[config.mk]
export PLATFORM = sky130hd
export DESIGN_NAME = regfile_mp
export DESIGN_NICKNAME = d
export VERILOG_FILES = /design/src/rtl/regfile_pkg.sv /design/src/rtl/regfile_wsel.sv /design/src/rtl/regfile_mp.sv
export SDC_FILE = /design/constraint.sdc
export NUM_CORES = 1
export LEC_CHECK = 0
export ABC_AREA = 1
export BUFFER_PORTS_ARGS = -buffer_cell sky130_fd_sc_hd__buf_2
export CAP_MARGIN = 25
export CELL_PAD_IN_SITES_DETAIL_PLACEMENT = 0
export CELL_PAD_IN_SITES_GLOBAL_PLACEMENT = 1
export CORE_MARGIN = 1
export CORE_UTILIZATION = 35
export CTS_BUF_LIST = sky130_fd_sc_hd__clkbuf_4 sky130_fd_sc_hd__clkbuf_8 sky130_fd_sc_hd__clkbuf_16
export DETAILED_ROUTE_END_ITERATION = 6
export PLACE_DENSITY_LB_ADDON = 0.1
export SYNTH_ARGS = -nofsm -noshare
export SYNTH_HDL_FRONTEND = slang
export SYNTH_SLANG_ARGS = --single-unit
[constraint.sdc]
create_clock -name i_clk -period 2.72 [get_ports i_clk]
set_clock_uncertainty 0.05 [all_clocks]
set_input_delay 0 -clock i_clk [delete_from_list [all_inputs] [get_ports i_clk]]
set_output_delay 0 -clock i_clk [all_outputs]
set_load 0.05 [all_outputs]
[src/rtl/regfile_pkg.sv]
// Shared defaults, vector typedefs and the write-port arbitration helper for regfile_mp.
package regfile_pkg;

  localparam int ADDRW_DEF = 2;
  localparam int DATAW_DEF = 8;
  localparam int NWR_DEF   = 2;
  localparam int NRD_DEF   = 2;

  // Arbitration works on padded vectors so one function serves every port/address width.
  localparam int MAXP  = 8;
  localparam int MAXA  = 16;
  localparam int PIDXW = $clog2(MAXP);

  typedef logic [ADDRW_DEF-1:0] addr_t;
  typedef logic [DATAW_DEF-1:0] data_t;

  typedef logic [MAXP-1:0][MAXA-1:0] waddr_vec_t;

  typedef struct packed {
    logic             hit;
    logic             multi;
    logic [PIDXW-1:0] idx;
  } win_t;

  // Highest enabled port whose address matches wins; multi flags a second match.
  function automatic win_t win_port(input logic [MAXP-1:0] wen,
                                    input waddr_vec_t      waddr,
                                    input logic [MAXA-1:0] addr);
    win_t r;
    r = '0;
    for (int p = 0; p < MAXP; p++) begin
      if (wen[p] && (waddr[p] == addr)) begin
        if (r.hit) r.multi = 1'b1;
        r.hit = 1'b1;
        r.idx = PIDXW'(p);
      end
    end
    return r;
  endfunction

endpackage

[src/rtl/regfile_wsel.sv]
// Per-entry write selector: entry enable, winning data and collision flag for one address.
module regfile_wsel
  import regfile_pkg::*;
#(
  parameter int ADDRW = ADDRW_DEF,
  parameter int DATAW = DATAW_DEF,
  parameter int NWR   = NWR_DEF,
  parameter int ENTRY = 0
) (
  input  logic [NWR-1:0]       i_wen,
  input  logic [NWR*ADDRW-1:0] i_waddr,
  input  logic [NWR*DATAW-1:0] i_wdata,
  output logic                 o_we,
  output logic [DATAW-1:0]     o_wdata,
  output logic                 o_coll
);

  logic [MAXP-1:0] wen_pad;
  waddr_vec_t      waddr_pad;
  win_t            win;

  // NWR must not exceed MAXP and ADDRW must not exceed MAXA.
  always_comb begin
    wen_pad   = '0;
    waddr_pad = '0;
    for (int w = 0; w < NWR; w++) begin
      wen_pad[w]   = i_wen[w];
      waddr_pad[w] = MAXA'(i_waddr[w*ADDRW +: ADDRW]);
    end
    win     = win_port(wen_pad, waddr_pad, MAXA'(ENTRY));
    o_we    = win.hit;
    o_coll  = win.multi;
    o_wdata = '0;
    for (int w = 0; w < NWR; w++) begin
      if (PIDXW'(w) == win.idx) o_wdata = i_wdata[w*DATAW +: DATAW];
    end
  end

endmodule

[src/rtl/regfile_mp.sv]
// Multi-port register file with registered reads, written tracking and collision reporting.
// Define REGFILE_MP_BYPASS_EN for write-first forwarding; default is read-first.
module regfile_mp
  import regfile_pkg::*;
#(
  parameter int               ADDRW  = ADDRW_DEF,
  parameter int               DATAW  = DATAW_DEF,
  parameter int               NWR    = NWR_DEF,
  parameter int               NRD    = NRD_DEF,
  parameter logic [DATAW-1:0] RSTVAL = '0
) (
  input  logic                 i_clk,
  input  logic                 i_rst,
  input  logic [NWR-1:0]       i_wen,
  input  logic [NWR*ADDRW-1:0] i_waddr,
  input  logic [NWR*DATAW-1:0] i_wdata,
  input  logic [NRD-1:0]       i_ren,
  input  logic [NRD*ADDRW-1:0] i_raddr,
  output logic [NRD*DATAW-1:0] o_rdata,
  output logic [NRD-1:0]       o_rvalid,
  output logic [NRD-1:0]       o_rwritten,
  output logic                 o_collision
);

  localparam int DEPTH = 1 << ADDRW;

  logic [DATAW-1:0] mem_q [DEPTH];
  logic [DATAW-1:0] mem_d [DEPTH];
  logic [DEPTH-1:0] written_q, written_d;

  logic [DEPTH-1:0] ent_we;
  logic [DEPTH-1:0] ent_coll;
  logic [DATAW-1:0] ent_wd [DEPTH];

  logic [NRD*DATAW-1:0] rdata_q, rdata_d;
  logic [NRD-1:0]       rvalid_q, rvalid_d;
  logic [NRD-1:0]       rwritten_q, rwritten_d;
  logic                 collision_q, collision_d;

  generate
    for (genvar gi = 0; gi < DEPTH; gi++) begin : g_entry
      regfile_wsel #(
        .ADDRW (ADDRW),
        .DATAW (DATAW),
        .NWR   (NWR),
        .ENTRY (gi)
      ) u_wsel (
        .i_wen   (i_wen),
        .i_waddr (i_waddr),
        .i_wdata (i_wdata),
        .o_we    (ent_we[gi]),
        .o_wdata (ent_wd[gi]),
        .o_coll  (ent_coll[gi])
      );
    end
  endgenerate

  always_comb begin
    for (int e = 0; e < DEPTH; e++) begin
      mem_d[e]     = ent_we[e] ? ent_wd[e] : mem_q[e];
      written_d[e] = written_q[e] | ent_we[e];
    end
    collision_d = |ent_coll;
  end

  // Disabled read ports keep their last data and written flag.
  always_comb begin
    rdata_d    = rdata_q;
    rwritten_d = rwritten_q;
    rvalid_d   = i_ren;
    for (int r = 0; r < NRD; r++) begin
      if (i_ren[r]) begin
`ifdef REGFILE_MP_BYPASS_EN
        rdata_d[r*DATAW +: DATAW] = mem_d[i_raddr[r*ADDRW +: ADDRW]];
        rwritten_d[r]             = written_d[i_raddr[r*ADDRW +: ADDRW]];
`else
        rdata_d[r*DATAW +: DATAW] = mem_q[i_raddr[r*ADDRW +: ADDRW]];
        rwritten_d[r]             = written_q[i_raddr[r*ADDRW +: ADDRW]];
`endif
      end
    end
  end

  always_ff @(posedge i_clk or posedge i_rst) begin
    if (i_rst) begin
      for (int e = 0; e < DEPTH; e++) mem_q[e] <= RSTVAL;
      written_q   <= '0;
      rdata_q     <= '0;
      rvalid_q    <= '0;
      rwritten_q  <= '0;
      collision_q <= 1'b0;
    end else begin
      for (int e = 0; e < DEPTH; e++) mem_q[e] <= mem_d[e];
      written_q   <= written_d;
      rdata_q     <= rdata_d;
      rvalid_q    <= rvalid_d;
      rwritten_q  <= rwritten_d;
      collision_q <= collision_d;
    end
  end

  assign o_rdata     = rdata_q;
  assign o_rvalid    = rvalid_q;
  assign o_rwritten  = rwritten_q;
  assign o_collision = collision_q;

endmodule
# After elaboration in Yosys (flattened, before gate mapping)
# Cells that the tools add are included.
# Widths: inputs -> output; s select.
[op_classes]
n_reduce_logical = 15
order_cmp = 4
bitwise = 6
n_eq_ne = 10
n_mux = 30
[op_table]
columns = ["cell", "count"]
rows = [
  ["$mux 8", 12],
  ["$bmux 8 s2", 2],
  ["$mux 5", 4],
  ["$eq 1x3->1 const A", 4],
  ["$logic_not 3->1", 4],
  ["$mux 1", 10],
  ["$eq 2x2->1 const B", 4],
  ["$logic_and 1x1->1", 8],
  ["$ge 3x3->1 const B", 2],
  ["$lt 2x3->1 const B", 2],
  ["$not 2->3", 2],
  ["$bmux 1 s2", 2],
  ["$eq 2x1->1 const B", 2],
  ["$logic_not 2->1", 2],
  ["$or 1x1->1", 4],
  ["$reduce_or 4->1", 1],
]
[word_totals]
word_cells = 76
regBits = 57
out_inout_bits = 21
inputBits = 30

# Logic depth before layout (Yosys ltp)
[depth]
depth_word = 8
mapped_depth = 8

# Hierarchy
# A second synthesis with hierarchy kept.
[hier_totals]
hier_cells = 489
area_unflattened_um2 = 3493.4
[by_module_without_submodules]
columns = ["mod", "n_inst", "area_each_um2", "cells_each"]
rows = [
  ["regfile_mp", 1, 2826.5, 365],
  ["regfile_wsel at g_entry[1].u_wsel ...", 3, 173.9, 31],
  ["regfile_wsel at g_entry[0].u_wsel", 1, 145.1, 31],
]

# Worst setup path before layout
# No wires, ideal clock.
[synth_path]
kind = "input to register"
from = "in i_waddr[3]"
to = "reg mem_q[24] (netlist name)"
path_slack_ns = 1.816
required_time_ns = 2.545
arrival_time_ns = 0.729
path_stages = 6
setup_time_ns = 0.125
n_path_buf = 2
path_cell_list = "buf_4 nor2_4 nand2_1 buf_2 nand3_1 nand3_1"
[synth_between]
elab_chain_len = 6
word_cells_on_any_way = 7
classes_between = "eq/ne (1); mux (3); reduce/logical (3)"
[synth_rtl]
columns = ["element", "line_no", "source"]
rows = [
  ["start, declared", "regfile_mp.sv:15", "input logic [NWR*ADDRW-1:0] i_waddr,"],
  ["$logic_not 2->1 (*)", "regfile_pkg.sv:32", "if (wen[p] && (waddr[p] == addr)) begin"],
  ["$logic_and 1x1->1 (*)", "regfile_pkg.sv:32", ""],
  ["$mux 5 (*)", "regfile_pkg.sv:32", ""],
  ["$logic_not 3->1", "regfile_wsel.sv:35", "if (PIDXW'(w) == win.idx) o_wdata = i_wdata[w*DATAW +: DATAW];"],
  ["$mux 8 (2 in series)", "regfile_wsel.sv:35", ""],
  ["end, declared", "regfile_mp.sv:27", "logic [DATAW-1:0] mem_q [DEPTH];"],
]
# Every way passes the cells marked *; elsewhere a longest branch is shown, timed or not.
# A chain may end at the register's enable or synchronous reset.

# Worst setup path after layout
[layout_path]
from = "in i_waddr[3]"
to = "reg mem_q[19] (netlist name)"
[layout_between]
elab_chain_len = 6
word_cells_on_any_way = 7
classes_between = "eq/ne (2); mux (3); reduce/logical (2)"
[layout_rtl]
columns = ["element", "line_no"]
rows = [
  ["$eq 2x1->1 (*)", "regfile_pkg.sv:32"],
  ["$logic_and 1x1->1 (*)", "regfile_pkg.sv:32"],
  ["$mux 5 (*)", "regfile_pkg.sv:32"],
  ["$logic_not 3->1", "regfile_wsel.sv:35"],
  ["$mux 8 (2 in series)", "regfile_wsel.sv:35"],
]
# Marks and branches as above.

==> metrics.txt <==
initial antenna violation count=0; DP Worst Slack=1297 ps; Synth-to-Final Area Change=22.81%; outcome=completed; Netlist Area Pre-Place=0.003264 mm^2; final setup TNS=0 ps; most area-hungry cell type in the Yosys netlist=dfrtp_1; clk_lat worst skew=340 ps; drt via density=around 4.8; Port Buffers=50; CP required=~3000 ps; Detail Route Antenna Nets=0; grt total ovfl=0; Async SR Flop Fraction=100.0%; Clk pin slew, worst setup/hold paths=70 ps; CP arrival=2150 ps; fin. max-slew vios=0; top-count cell post-synth=nand2_1; Synth area leaders=dfrtp_1 44%, nand2_1 28%, nand3_1 13%; Syn Nets=529; Cell Pwr Density=about 650 mW/mm^2; GP Congestion=0.8542; ys flop type=dfrtp_1; IO Count=51; Hold WC Path Type=input port to flop; Clock Sinks=57; Final Hold Viols=0; Core Area=approximately 0.0089 mm^2; crit path time final=1917 ps; ANT cells=0; Die W=98.58 um; FMAX=521.7 MHz; # Max-Cap Violations=0; placement row count=34; layout cells sized above 1=around an eighth; starting DRC count in detailed routing=151; Crit Path Category=input port to flop; yosys warns=0; worst setup margin=803.3 ps; H-Tree Depth=3; sequential area share after synthesis=43.69%; wire per inst=between 10 and 15 um; Die H=98.58 um; Worst Setup End Kind=flop; Pre-antenna DRT Iters=4; Static Leakage=2.330 nW; WHS Path Cells=5; total routing usage reported by global routing=22.20%; clock tree buffer depth=2; DIE AREA=between 0.009 and 0.01 mm^2; Inserted Clock Buffers=9; crit-path max FO=14; drt drc=0; Tightest Pin Transition=between 400 and 500 ps; CTS root buf=clkbuf_8; endpoints failing setup=0; routed wire length=9928 um; slowest CP cell=dlygate4sd3_1; RSZ-0062 raised after global routing=no; Cells after Synth=499; vias post-DR=3251; Starting Density=between 30% and 40%; CTS tree=yes; post-synth top area share=43.69%; startpoint types=input port; fin nets=597; final core utilization=45.09%; Synth cell types=18; fillers=958; Final Cycle Share=70.47%; global-route wire length before repair=16350 um; vias in the first global route=3182; EDFF count, synth=0; Mean Syn Cell Area=6.542 um^2; largest net degree at the start of global routing=38; Critical Path, Cell by Cell=dlygate4sd3_1 -> buf_2 -> inv_1 -> nand3_1 -> inv_1 -> nand2_1 -> nand3_1 -> dlygate4sd3_1; reg2reg path depth=3; # Post-CTS Setup Buffers=0; HPWL after DPL=7384 um; Slew headroom=between 60% and 70%; Seq cells post-synth=57; top post-synthesis cells by count=242 x nand2_1, 84 x nand3_1, 60 x inv_1; Largest stage delay, worst path=540 ps; worst vdd ir=0.2929 mV
flip-flops by register name (all words and copies together) (netlist names):
signal	flops
mem_q	32
o_collision	1
o_rwritten	2
o_rdata	16
o_rvalid	2
written_q	4
worst max-delay path: cells and delay by family:
family                 cells  cell delay (ps)
buffers and inverters      5             1640
AND/OR/NAND/NOR            3              510
placed cells by master, fill, tap and decap left out, types with 2 or more instances in the layout:
cell / count
clkbuf_8: 9
buf_2: 50
clkinv_1: 4
dlygate4sd3_1: 23
dfrtp_1: 57
nand3b_1: 3
nand4_1: 5
nand2_1: 242
inv_1: 59
nand3_1: 84
o21ai_0: 6
bufinv_16: 2
nor2_1: 13
clkinv_2: 3
inv_2: 4
nand2_2: 2
through the flow:
stage	hold WS [ps]	cell area, um^2	power (mW)	instances
2_1_floorplan	-18.57	3264	1.526	499
3_3_place_gp	-20.89	3571	1.716	641
3_5_place_dp	-24.59	3571	1.720	641
4_1_cts	32.37	4009	2.630	679
5_1_grt	57.97	4009	2.772	679
6_report	37.81	4009	2.609	679
metal layers:
layer  global-route usage, %  share of wire (%)  vias up
li1                        -                  -     1665
met5                       0                  0        -
met1                   30.04                 48     1461
met3                   2.908                3.9       27
met4                   12.97                4.2        0
met2                   34.18                 43       98
timing repair:
| item | 4_1_cts | 5_1_grt |
|---|---|---|
| gates resized for setup | 0 | 0 |
| endpoints found under the hold margin | 60 | 0 |
| hold buffers | 23 | 0 |
power by group:
part	switching (mW)	total, mW	internal [mW]
clock	0.360	0.867	0.507
sequential	0.0770	1.05	0.973
combinational	0.484	0.692	0.208
total	0.921	2.61	1.69
final timing paths:
| kind | slack (ps) | endpoint | from |
|---|---|---|---|
| max in group asynchronous | 1650 | mem_q[24] | i_rst |
| worst max register to register | 1370 | mem_q[9] | mem_q[9] |
| worst min register to register | 420 | o_rdata[8] | o_rdata[8] |
| worst min-delay path | 40 | mem_q[30] | i_wdata[6] |
| min in group asynchronous | 150 | o_rdata[10] | i_rst |
| worst max-delay path | 800 | mem_q[19] | i_waddr[3] |
cell type report:
type | instances | area, um^2 | share of cell area, %
repair buffers | 74 | 488.0 | 12.17
multi-input cells | 358 | 1500 | 37.42
clock inverters | 6 | 83.83 | 2.091
inverters | 67 | 251.5 | 6.273
well taps | 108 | 135.1 | 3.371
flip-flops and latches | 57 | 1426 | 35.58
clock buffers | 9 | 123.9 | 3.090
cell families (layout without fill, tap and decap cells):
kind of cell	Yosys count	in the layout	synth area share (%)
AOI/OAI and AO/OA	7	7	1.073
DFF	57	57	43.69
buffers and inverters	84	156	10.35
and+or+nand+nor	351	351	44.88
Note: power is estimated with default switching activity, not from simulation.
